--- src/rtl/fib_arbiter.sv ---
// fib_arbiter: round-robin scheduler sharing one fib core
// between N requesters via start/valid/accept handshakes.
module fib_arbiter #(
  parameter  int N  = 4,
  parameter  int W  = 32,
  localparam int IW = (N > 1) ? $clog2(N) : 1
) (
  input  logic           clk,
  input  logic           rst,
  input  logic [N-1:0]   req_valid,
  input  logic [N*W-1:0] req_n,
  output logic [N-1:0]   req_ready,
  output logic [N-1:0]   rsp_valid,
  output logic [W-1:0]   rsp_data,
  input  logic [N-1:0]   rsp_accept,
  output logic           fib_ready,
  output logic [W-1:0]   fib_in_n,
  input  logic           fib_valid,
  input  logic [W-1:0]   fib_out_0,
  output logic           fib_accept,
  output logic           busy,
  output logic [IW-1:0]  grant_id,
  output logic [15:0]    jobs_done
);

  localparam logic [2:0] IDLE  = 3'd0;
  localparam logic [2:0] START = 3'd1;
  localparam logic [2:0] WAIT  = 3'd2;
  localparam logic [2:0] ACK   = 3'd3;
  localparam logic [2:0] RESP  = 3'd4;

  logic [2:0]     state;
  logic [IW-1:0]  ptr;
  logic [IW-1:0]  win;
  logic           found;
  logic [W-1:0]   win_n;
  logic [W-1:0]   result;
  logic [2*N-1:0] dbl;
  logic [IW:0]    sum;
  logic           take;

  // Rotate requests so bit 0 is the ptr position; first set bit wins.
  always_comb begin
    dbl   = {req_valid, req_valid} >> ptr;
    found = 1'b0;
    win   = '0;
    sum   = '0;
    for (int k = 0; k < N; k++) begin
      if (!found && dbl[k]) begin
        found = 1'b1;
        sum   = {1'b0, ptr} + (IW+1)'(k);
        if (sum >= (IW+1)'(N))
          sum = sum - (IW+1)'(N);
        win   = sum[IW-1:0];
      end
    end
  end

  always_comb begin
    win_n = '0;
    for (int i = 0; i < N; i++)
      if (win == IW'(i))
        win_n = req_n[i*W +: W];
  end

  always_comb begin
    req_ready = '0;
    rsp_valid = '0;
    for (int i = 0; i < N; i++) begin
      req_ready[i] = (state == IDLE) && found
                     && (win == IW'(i));
      rsp_valid[i] = (state == RESP)
                     && (grant_id == IW'(i));
    end
  end

  assign take       = |(rsp_accept & rsp_valid);
  assign fib_ready  = (state == START);
  assign fib_accept = (state == ACK);
  assign busy       = (state != IDLE);
  assign rsp_data   = result;

  always_ff @(posedge clk or posedge rst) begin
    if (rst) begin
      state     <= IDLE;
      ptr       <= '0;
      grant_id  <= '0;
      fib_in_n  <= '0;
      result    <= '0;
      jobs_done <= '0;
    end else begin
      unique case (state)
        IDLE: begin
          if (found) begin
            fib_in_n <= win_n;
            grant_id <= win;
            ptr      <= (win == IW'(N-1)) ? '0
                        : win + 1'b1;
            state    <= START;
          end
        end
        START: state <= WAIT;
        WAIT: begin
          if (fib_valid) begin
            result <= fib_out_0;
            state  <= ACK;
          end
        end
        ACK: state <= RESP;
        RESP: begin
          if (take) begin
            jobs_done <= jobs_done + 16'd1;
            state     <= IDLE;
          end
        end
        default: state <= IDLE;
      endcase
    end
  end

endmodule

--- config.mk ---
export PLATFORM = sky130hd
export DESIGN_NAME = fib_arbiter
export DESIGN_NICKNAME = d
export VERILOG_FILES = /design/src/rtl/fib_arbiter.sv
export SDC_FILE = /design/constraint.sdc
export NUM_CORES = 1
export LEC_CHECK = 0
export ABC_AREA = 0
export CORE_MARGIN = 10
export CORE_UTILIZATION = 39
export CTS_BUF_LIST = sky130_fd_sc_hd__clkbuf_4 sky130_fd_sc_hd__clkbuf_8
export DETAILED_ROUTE_END_ITERATION = 10
export GPL_ROUTABILITY_DRIVEN = 0
export GPL_TIMING_DRIVEN = 0
export PLACE_DENSITY = 0.82
export SYNTH_ARGS = -nofsm -noshare
export SYNTH_HDL_FRONTEND = slang
export SYNTH_SLANG_ARGS = --single-unit
--- constraint.sdc ---
create_clock -name clk -period 6 [get_ports clk]
set_clock_uncertainty 0.2 [all_clocks]
set_input_delay 1.8 -clock clk [delete_from_list [all_inputs] [get_ports clk]]
set_output_delay 1.8 -clock clk [all_outputs]
set_load 0.02 [all_outputs]
==> results by group <==
Status
  – Status: finished, final reports clean

Run
  – Max Cap Viol: 0

Synth
  – Top post-synthesis cells by area: dfrtp_1 (48%), mux2_2 (8.7%), a221oi_1 (6.2%)
  – Post-Syn Area: 0.00452 sq mm
  – FFs w/ async S/R, synth: 100%
  – Synth Net Count: 620
  – Count of mapped cells out of synthesis: around 440
  – Yosys top cell by area: dfrtp_1
  – Yosys reg bits: 87
  – Netlist cell types: 41
  – Synth top cells by count: dfrtp_1 (87), nand2_1 (44), inv_1 (37), nor2_1 (37), mux2_2 (35)
  – Post-synth EDFFs: 0
  – Top-area cell type share of the netlist area: 48.2%
  – Post-Syn Area per Cell: 10.2 sq um
  – Yosys warns: 0
  – Most numerous cell in the Yosys netlist: dfrtp_1
  – Sequential area share after synthesis: slightly below 50%
  – Post-synth top flop: dfrtp_1

Timing
  – Final hold vios: 0
  – Slew Limit Fails: 0
  – Post-route minimum period: 5.80 ns
  – RSZ-0062 raised after global routing: false
  – Worst-Margin Slew: between 0.5 and 0.6 ns
  – Total negative slack: 0 ns
  – Relative slew slack: 62.8%
  – Final setup viols: 0
  – WHS: a little under 0.3 ns
  – Period Utilization, post-route: 96.7%
  – Max Fclk: 172 MHz

Worst hold path
  – Hold WC Path Type: flip-flop to flip-flop
  – Hold endpoint: jobs_done[15]
  – Hold depth: 1
  – Hold Startpoint: jobs_done[15]

Route
  – WL final: 17,500 um
  – Initial DRT Pass Iterations: 4
  – DR iter-0 viols: 312
  – Antenna Nets Post-Route: 0
  – M1 wire length: 6520 um
  – Wire length on met3: 1890 um
  – Remaining routing DRC violations: 0
  – Via density per instance: between 5 and 6
  – Routed vias: between 4,000 and 5,000
  – Top sig layer: met4
  – Routed wire per std cell: 20.1 um
  – DR WL met2: 8590 um

Clock tree
  – Htree depth: 3
  – Root buffer cell: clkbuf_8
  – Clock Latency Late Sink: 0.36 ns
  – Post-CTS Hold Fix Bufs: 0
  – CTS tree: yes
  – Clock-pin slew on the worst setup and hold paths: around 0.10 ns
  – CTS Buf Count: 9
  – Longest Clk Path Bufs: 2
  – Sinks on Clock Net: 87

Die
  – Die extent in y: 128 um
  – Die area: around 0.016 sq mm
  – Die Width: 128 um
  – Core area: 0.0114 sq mm
  – Starting Density: 39.7%
  – Site Rows: 39
  – Num ports: 264

Power
  – P_leak: ~3.2 nW
  – Pwr/cell area: 471 mW/mm^2
  – Peak VDD IR: roughly 0.34 mV

Critical path
  – Reg2reg end: fib_in_n[5]
  – CP Capture Type: output pin
  – Reg-to-reg slack, setup: around 3.1 ns
  – Reg2reg start: ptr[1]
  – Required time of the worst setup path: roughly 4.0 ns
  – CP Class: input port to output pin
  – Nature of the critical path startpoint: input port
  – Crit path DAT: 3.80 ns
  – FF-to-FF path depth: 9
  – CP Max Fanout: 11

Global route
  – Initial antenna violation count: 1
  – Vias in the first global route: 4,998
  – Gr ovfl total: 0
  – First-pass GRT wire length: 27,300 um
  – Largest net degree at the start of global routing: 47
  – Tot GR Track Use: about a fifth

Cells and area
  – Layout net count: 896
  – Share of cells above drive strength 1: 12.1%
  – Layout area overhead: 69.4%

Placement
  – Hpwl dp: 14,000 um
  – PortBufs: roughly 260
## critical path: stages
cell,delay [ns]
dlygate4sd2_1,0.29
mux2_2,0.31
a221oi_4,0.28
buf_4,0.17
inv_1,0.07
ha_4,0.21
buf_2,0.20
and2_1,0.15
dlygate4sd2_1,0.32
## report_power, final
group / internal (mW) / total, mW / switching (mW)
logic: 1.06 / 2.20 / 1.14
registers: 0.850 / 1.00 / 0.154
clock network: 0.169 / 0.403 / 0.234
total: 2.08 / 3.60 / 1.52
## layer usage
layer	GRT usage, %	up-vias
li1	-	2146
met1	23.0	2199
met2	34.8	236
met3	8.89	35
met4	8.21	0
met5	0	-
## stage by stage
step	setup slack [ns]	total power, mW	utilization (%)	instances	area, sq um
after floorplan	0.403	2.22	-	444	4520
after global placement	-1.14	3.11	64.5	850	7330
after detailed placement	-1.20	3.17	64.7	851	7360
after CTS	0.0240	3.62	67.2	868	7640
after global routing	0.118	3.85	67.3	869	7650
final	0.196	3.60	67.3	870	7650
## state kept, by name (all words and copies together), names as in the netlist
name	count
fib_in_n	32
rsp_data	32
jobs_done	16
state	3
grant_id	2
ptr	2
## worst max-delay path by stage
stage | start | end | slack [ns]
final | req_valid[2] | req_ready[2] | 0.20
after global routing | req_valid[2] | req_ready[2] | 0.12
after CTS | req_valid[0] | req_ready[2] | 0.02
after detailed placement | req_valid[0] | req_ready[3] | -1.20
after global placement | req_valid[0] | req_ready[3] | -1.14
after floorplan | req_valid[2] | req_ready[3] | 0.40
## cells in the final DEF (no fill, tap or decap), types with 10 or more instances in the layout
cell and instances:
buf_2 10, a211o_1 31, clkdlybuf4s50_1 256, mux2_2 35, xnor2_1 13, inv_1 36
dfrtp_1 87, nor2_1 37, clkbuf_1 15, clkbuf_8 10, a31oi_1 31, nand2_1 44
a221oi_1 31
## layout make-up
cell class              count  area, sq um
multi-input cells         285         2110
flip-flops and latches     87         2180
clock buffers              10          138
plain buffers              31          153
fillers                   902         3720
repair buffers            269         2700
well taps                 143          179
inverters                  37          141
diodes                      2         5.00
clock inverters             6         53.8
## cells by family after synthesis
group / share of synthesized area, %
xor+xnor: 3.10
fa+ha+maj: 1.38
simple gates: 13.0
mux: 9.47
buf+inv: 6.64
flops: 48.2
compound gates: 18.2
## what timing repair did
action	in CTS	in global routing
pin swaps	2	0
endpoints found under the setup margin	4	2
gates resized for setup	20	4
setup buffers	5	0
endpoints found under the hold margin	0	0
cloned	0	0
Note: power is estimated with default switching activity, not from simulation.
